[src/rtl/zigbee_bit_serializer.sv]
// zigbee_bit_serializer
// Turns data-rate edges into bit strobes and shifts out an alternating
// preamble followed by FIFO-fed payload bytes (LSB first) on tx_bit.
module zigbee_bit_serializer #(
    parameter int unsigned PREAMBLE_BITS = 32,
    parameter int unsigned FIFO_DEPTH    = 4
) (
    input  logic       clock,
    input  logic       reset,
    input  logic       data_rate,
    input  logic       start,
    input  logic [7:0] length,
    input  logic [7:0] byte_in,
    input  logic       byte_valid,
    output logic       byte_ready,
    output logic       tx_bit,
    output logic       tx_active,
    output logic       done,
    output logic       underrun
);

    localparam int unsigned PTR_W = $clog2(FIFO_DEPTH);
    localparam int unsigned CNT_W = PTR_W + 1;

    typedef enum logic [1:0] {
        S_IDLE,
        S_PREAMBLE,
        S_PAYLOAD,
        S_DONE
    } state_t;

    state_t             state;
    logic               dr_q;
    logic               strobe;
    logic [7:0]         bit_cnt;
    logic [7:0]         byte_cnt;
    logic [7:0]         shreg;

    logic [7:0]         fifo_mem [FIFO_DEPTH];
    logic [PTR_W-1:0]   wr_ptr;
    logic [PTR_W-1:0]   rd_ptr;
    logic [CNT_W-1:0]   fifo_cnt;
    logic [CNT_W-1:0]   fifo_cnt_nxt;
    logic               push;
    logic               pop;
    logic               fifo_empty;
    logic               byte_boundary;
    logic [7:0]         head;

    assign strobe        = data_rate ^ dr_q;
    assign fifo_empty    = (fifo_cnt == '0);
    assign head          = fifo_mem[rd_ptr];
    assign push          = byte_valid && byte_ready;
    assign byte_boundary = (bit_cnt == 8'd0);
    // The FIFO only pops on a payload byte boundary that is not an underrun.
    assign pop           = strobe && (state == S_PAYLOAD) && byte_boundary && !fifo_empty;

    // Edge detector register for the data-rate square wave.
    always_ff @(posedge clock or negedge reset) begin
        if (!reset) begin
            dr_q <= 1'b0;
        end else begin
            dr_q <= data_rate;
        end
    end

    // Next FIFO occupancy; push and pop together cancel.
    always_comb begin
        fifo_cnt_nxt = fifo_cnt;
        if (push && !pop) begin
            fifo_cnt_nxt = fifo_cnt + CNT_W'(1);
        end else if (pop && !push) begin
            fifo_cnt_nxt = fifo_cnt - CNT_W'(1);
        end
    end

    // FIFO pointers, occupancy and registered ready flag.
    always_ff @(posedge clock or negedge reset) begin
        if (!reset) begin
            wr_ptr     <= '0;
            rd_ptr     <= '0;
            fifo_cnt   <= '0;
            byte_ready <= 1'b1;
        end else begin
            if (push) begin
                wr_ptr <= wr_ptr + PTR_W'(1);
            end
            if (pop) begin
                rd_ptr <= rd_ptr + PTR_W'(1);
            end
            fifo_cnt   <= fifo_cnt_nxt;
            byte_ready <= (fifo_cnt_nxt < CNT_W'(FIFO_DEPTH));
        end
    end

    // FIFO storage; contents are don't-care once the pointers are reset.
    always_ff @(posedge clock) begin
        if (push) begin
            fifo_mem[wr_ptr] <= byte_in;
        end
    end

    // Frame sequencer: preamble, payload bytes, closing idle bit.
    always_ff @(posedge clock or negedge reset) begin
        if (!reset) begin
            state     <= S_IDLE;
            bit_cnt   <= 8'd0;
            byte_cnt  <= 8'd0;
            shreg     <= 8'd0;
            tx_bit    <= 1'b0;
            tx_active <= 1'b0;
            done      <= 1'b0;
            underrun  <= 1'b0;
        end else begin
            done     <= 1'b0;
            underrun <= 1'b0;
            case (state)
                S_IDLE: begin
                    tx_bit    <= 1'b0;
                    tx_active <= 1'b0;
                    if (start) begin
                        byte_cnt  <= length;
                        bit_cnt   <= 8'd0;
                        tx_active <= 1'b1;
                        state     <= S_PREAMBLE;
                    end
                end
                S_PREAMBLE: begin
                    if (strobe) begin
                        tx_bit <= ~bit_cnt[0];
                        if (bit_cnt == 8'(PREAMBLE_BITS - 1)) begin
                            bit_cnt <= 8'd0;
                            state   <= (byte_cnt == 8'd0) ? S_DONE : S_PAYLOAD;
                        end else begin
                            bit_cnt <= bit_cnt + 8'd1;
                        end
                    end
                end
                S_PAYLOAD: begin
                    if (strobe) begin
                        if (byte_boundary && fifo_empty) begin
                            tx_bit    <= 1'b0;
                            tx_active <= 1'b0;
                            underrun  <= 1'b1;
                            state     <= S_IDLE;
                        end else begin
                            if (byte_boundary) begin
                                tx_bit <= head[0];
                                shreg  <= {1'b0, head[7:1]};
                            end else begin
                                tx_bit <= shreg[0];
                                shreg  <= {1'b0, shreg[7:1]};
                            end
                            if (bit_cnt == 8'd7) begin
                                bit_cnt  <= 8'd0;
                                byte_cnt <= byte_cnt - 8'd1;
                                if (byte_cnt == 8'd1) begin
                                    state <= S_DONE;
                                end
                            end else begin
                                bit_cnt <= bit_cnt + 8'd1;
                            end
                        end
                    end
                end
                S_DONE: begin
                    if (strobe) begin
                        tx_bit    <= 1'b0;
                        tx_active <= 1'b0;
                        done      <= 1'b1;
                        state     <= S_IDLE;
                    end
                end
                default: begin
                    state <= S_IDLE;
                end
            endcase
        end
    end

endmodule

[config.mk]
export PLATFORM = sky130hd
export DESIGN_NAME = zigbee_bit_serializer
export DESIGN_NICKNAME = d
export VERILOG_FILES = /design/src/rtl/zigbee_bit_serializer.sv
export SDC_FILE = /design/constraint.sdc
export NUM_CORES = 1
export LEC_CHECK = 0
export BUFFER_PORTS_ARGS = -buffer_cell sky130_fd_sc_hd__buf_4
export CORE_MARGIN = 2
export CORE_UTILIZATION = 55
export CTS_CLUSTER_DIAMETER = 200
export DETAILED_ROUTE_END_ITERATION = 10
export HOLD_SLACK_MARGIN = 0.12
export PLACE_DENSITY = 0.83
export SLEW_MARGIN = 20
export SYNTH_ARGS = -nofsm -noshare
export SYNTH_HDL_FRONTEND = slang
export SYNTH_SLANG_ARGS = --single-unit
[constraint.sdc]
create_clock -name clock -period 6.1 [get_ports clock]
set_input_delay 1.22 -clock clock [delete_from_list [all_inputs] [get_ports clock]]
set_output_delay 1.22 -clock clock [all_outputs]
set_load 0.01 [all_outputs]
==> run summary <==
### Place
* number of cells in the design after placement: 390
* Final Wtd Congestion: 0.888
* HPWL Detailed: 4740 um
* port buffer count: 25

### Timing
* shortest period the worst path allows: 2.69 ns
* unrepaired setup endpoints after global routing: no
* transition time at the pin with the least slew margin: 0.611 ns
* Max-Slew Margin vs Limit: 59.2%
* hold violation total from the final report: 0
* WHS: 0.494 ns
* number of pins exceeding their max-slew limit in the final report: 0
* Final period util: 44.0%
* Max Freq: 372 MHz
* Worst Skew: 0.0110 ns
* Total Neg Setup Slack: 0 ns
* number of endpoints failing setup at the final stage: 0

### Floorplanning
* Rows: 29
* Chip Height: 84.6 um
* full die area: 0.00716 mm2
* overall die width: 84.6 um
* core area: 0.00631 mm2
* initial core utilization: 56.7%
* Ports: 26

### Run status
* status: finished, final reports clean

### Global routing
* number of antenna violations at the first check in global routing: 0
* overall routing resource usage: 20.5%
* vias in the first global route: 2417
* total congestion overflow after global routing: 0
* wire length of the first global-routing pass: 11600 um
* maximum number of pins on one net before global-route repair: 39

### Clock tree
* Post-CTS Setup Repair Bufs: 0
* clk sinks: 70
* post_cts resized: 0
* source-to-sink clock delay at the later pin of the worst-skew pair: 0.35 ns
* clock-pin slew on the worst setup and hold paths: 0.08 ns
* number of levels in the clock H-tree: 3
* number of CTS-inserted buffers: 9
* root buffer cell: sky130_fd_sc_hd__clkbuf_8
* Max clock buf depth: 2
* clock tree from TritonCTS: done
* Hold Buf Count CTS: 0

### Detailed routing
* number of DRC markers after the initial detailed-route iteration: 124
* overall via count from detail_route: 2414
* average vias per placed instance: 5.95
* final wirelength: 6720 um
* per-cell routed wire length: 16.6 um
* Post-route DRC: 0
* first-pass iteration count of the detailed router: 4
* residual antenna-violating net count after detailed routing: 0

### Cells and area
* P&R area growth vs syn: 12.5%
* Antenna Cells: 0
* FF/Latch Area: 0.00191 mm2
* combined area of the multi-input logic cells: 0.00157 mm2
* layout filler cell count: 515
* Layout Nets: 365
* share of layout cells above drive strength 1: 20.1%
* count of placed standard cells in the final layout, fillers left out: 406
* utilization after layout: 63.7%

### Pwr
* Gate power share: 41.1%
* Internal: 0.00113 W
* fraction of power consumed by sequential logic: 40.1%
* switching share of power: 40.1%
* proportion of power drawn by the clock network: 18.8%
* worst voltage drop across the vdd grid: 0.239 mV
* power density cells: 470 mW/mm2
* net switching power of the design: 0.000758 W
* P_leak: 1.67 nW

### Synth
* Mapped Area: 0.00358 mm2
* top cell type by total area after synthesis: sky130_fd_sc_hd__edfxtp_1
* synthesized netlist cell count: 294
* post-synthesis xor/xnor area fraction: 1.43%
* fraction of registers with async set/reset: 54.3%
* post-synthesis compound-gate area fraction: 13.0%
* syn nets: 335
* top cells by area, synth: sky130_fd_sc_hd__edfxtp_1 (27%), sky130_fd_sc_hd__dfrtp_1 (26%), sky130_fd_sc_hd__ha_1 (7.0%)
* most common library cells after synthesis: sky130_fd_sc_hd__dfrtp_1 (37), sky130_fd_sc_hd__edfxtp_1 (32), sky130_fd_sc_hd__nand2_1 (29)
* Mean Syn Cell Area: 12.2 um2
* FF+latch count, synth: 70
* share of the yosys chip area belonging to registers: 53.5%
* fraction of synthesized area in multiplexers: 8.71%
* proportion of netlist area held by the largest area contributor: 26.9%
* synth warn: 0
* number of distinct standard cells referenced by the synthesized netlist: 58
* count of flip-flops with a built-in enable after synthesis: 32
* simple logic cell fraction of the synthesized area: 13.7%
* leading register cell type out of synthesis: sky130_fd_sc_hd__dfrtp_1
* dominant combinational cell family by area after synthesis: simple AND/OR/NAND/NOR gates
* most frequent cell after synthesis: sky130_fd_sc_hd__dfrtp_1
* post-synthesis share of cell area spent on full adders, half adders and majority gates: 7.00%

### Setup path
* Critical Path Start: data_rate
* FF-to-FF Start: state[0]
* Req. time, crit path: 6.37 ns
* peak fanout along the critical path: 8
* Crit path arrival time: 2.96 ns
* category of the critical setup timing path: primary input to register
* Critical Path Source Type: primary input
* R2R setup slack: 3.45 ns
* CP endpoint kind: register

### Run
* Max-Cap Viols: 0

### Min path
* origin of the worst min-delay path: shreg[4]
* classification of the worst-slack hold path: register to register

routing by layer:
metal / track usage, % / up-vias / share of wire [%]
li1: - / 1158 / -
met1: 26.5 / 1176 / 44
met2: 34.2 / 67 / 50
met3: 4.92 / 13 / 4.8
met4: 6.64 / 0 / 1.9
met5: 0 / - / 0
power by group through the flow:
| stage | logic (W) | registers [W] | clock network [W] |
|---|---|---|---|
| floorplan | 0.000628 | 0.000714 | 0 |
| global placement | 0.000740 | 0.000757 | 0 |
| detailed placement | 0.000771 | 0.000766 | 0 |
| CTS | 0.000776 | 0.000758 | 0.000365 |
| global route | 0.000869 | 0.000779 | 0.000384 |
| finish | 0.000776 | 0.000758 | 0.000355 |
cell type report:
| cell class | count | area share [%] |
|---|---|---|
| timing repair buffer | 25 | 4.67 |
| tap | 77 | 2.40 |
| multi-input combinational | 200 | 39.0 |
| clock inverter | 7 | 1.59 |
| inverter | 18 | 1.68 |
| sequential | 70 | 47.6 |
| clock buffer | 9 | 3.08 |
cell families after synthesis:
family                   after synthesis
flip-flops                            70
adder cells (fa/ha/maj)               20
AO/OA/AOI/OAI                         68
buffers and inverters                 24
XOR/XNOR                               5
multiplexers                          21
AND/OR/NAND/NOR                       86
registers in the layout, indices dropped and copies added, names as in the netlist, named ones only:
name,cells
bit_cnt,8
byte_cnt,8
byte_ready,1
done,1
dr_q,1
fifo_cnt,2
fifo_mem,32
rd_ptr,2
shreg,7
state,2
tx_active,1
tx_bit,1
underrun,1
wr_ptr,2
layout by cell type (no fill, tap or decap), types with 3 or more instances in the layout:
cell	n
sky130_fd_sc_hd__dfrtp_1	37
sky130_fd_sc_hd__edfxtp_1	32
sky130_fd_sc_hd__nand2_1	29
sky130_fd_sc_hd__buf_4	25
sky130_fd_sc_hd__o21ai_0	21
sky130_fd_sc_hd__ha_1	20
sky130_fd_sc_hd__inv_1	18
sky130_fd_sc_hd__nor2_1	14
sky130_fd_sc_hd__mux2i_1	12
sky130_fd_sc_hd__a21oi_1	11
sky130_fd_sc_hd__clkbuf_8	9
sky130_fd_sc_hd__nand3_1	8
sky130_fd_sc_hd__mux4_2	8
sky130_fd_sc_hd__and3_1	7
sky130_fd_sc_hd__a22o_1	6
sky130_fd_sc_hd__nor3_1	5
sky130_fd_sc_hd__o22ai_1	4
sky130_fd_sc_hd__nor2b_1	3
sky130_fd_sc_hd__a21o_1	3
sky130_fd_sc_hd__a31oi_1	3
stage by stage:
stage,setup slack [ns],instance area [um2],power [W]
detailed placement,3.09,3830,0.00154
global placement,3.18,3830,0.00150
CTS,3.45,4020,0.00190
finish,3.41,4020,0.00189
floorplan,3.44,3580,0.00134
global route,3.12,4020,0.00203
worst max-delay path, stage by stage:
cell and delay [ns]:
sky130_fd_sc_hd__buf_4 0.12, sky130_fd_sc_hd__xnor2_2 0.41, sky130_fd_sc_hd__nand2b_1 0.24, sky130_fd_sc_hd__nor3_4 0.07
sky130_fd_sc_hd__inv_1 0.08, sky130_fd_sc_hd__ha_1 0.21, sky130_fd_sc_hd__nand2b_1 0.17, sky130_fd_sc_hd__nor2_1 0.06
sky130_fd_sc_hd__a21oi_1 0.19, sky130_fd_sc_hd__xor2_1 0.18
path summary, 6_finish.rpt:
path	to	cells past startpoint
min	shreg[4]	2
min in group asynchronous	byte_cnt[4]	1
min reg2reg	shreg[4]	2
max in group asynchronous	byte_ready	1
max	byte_ready	10
max reg2reg	byte_cnt[0]	7
No activity file was read; power rests on OpenSTA's default activity.
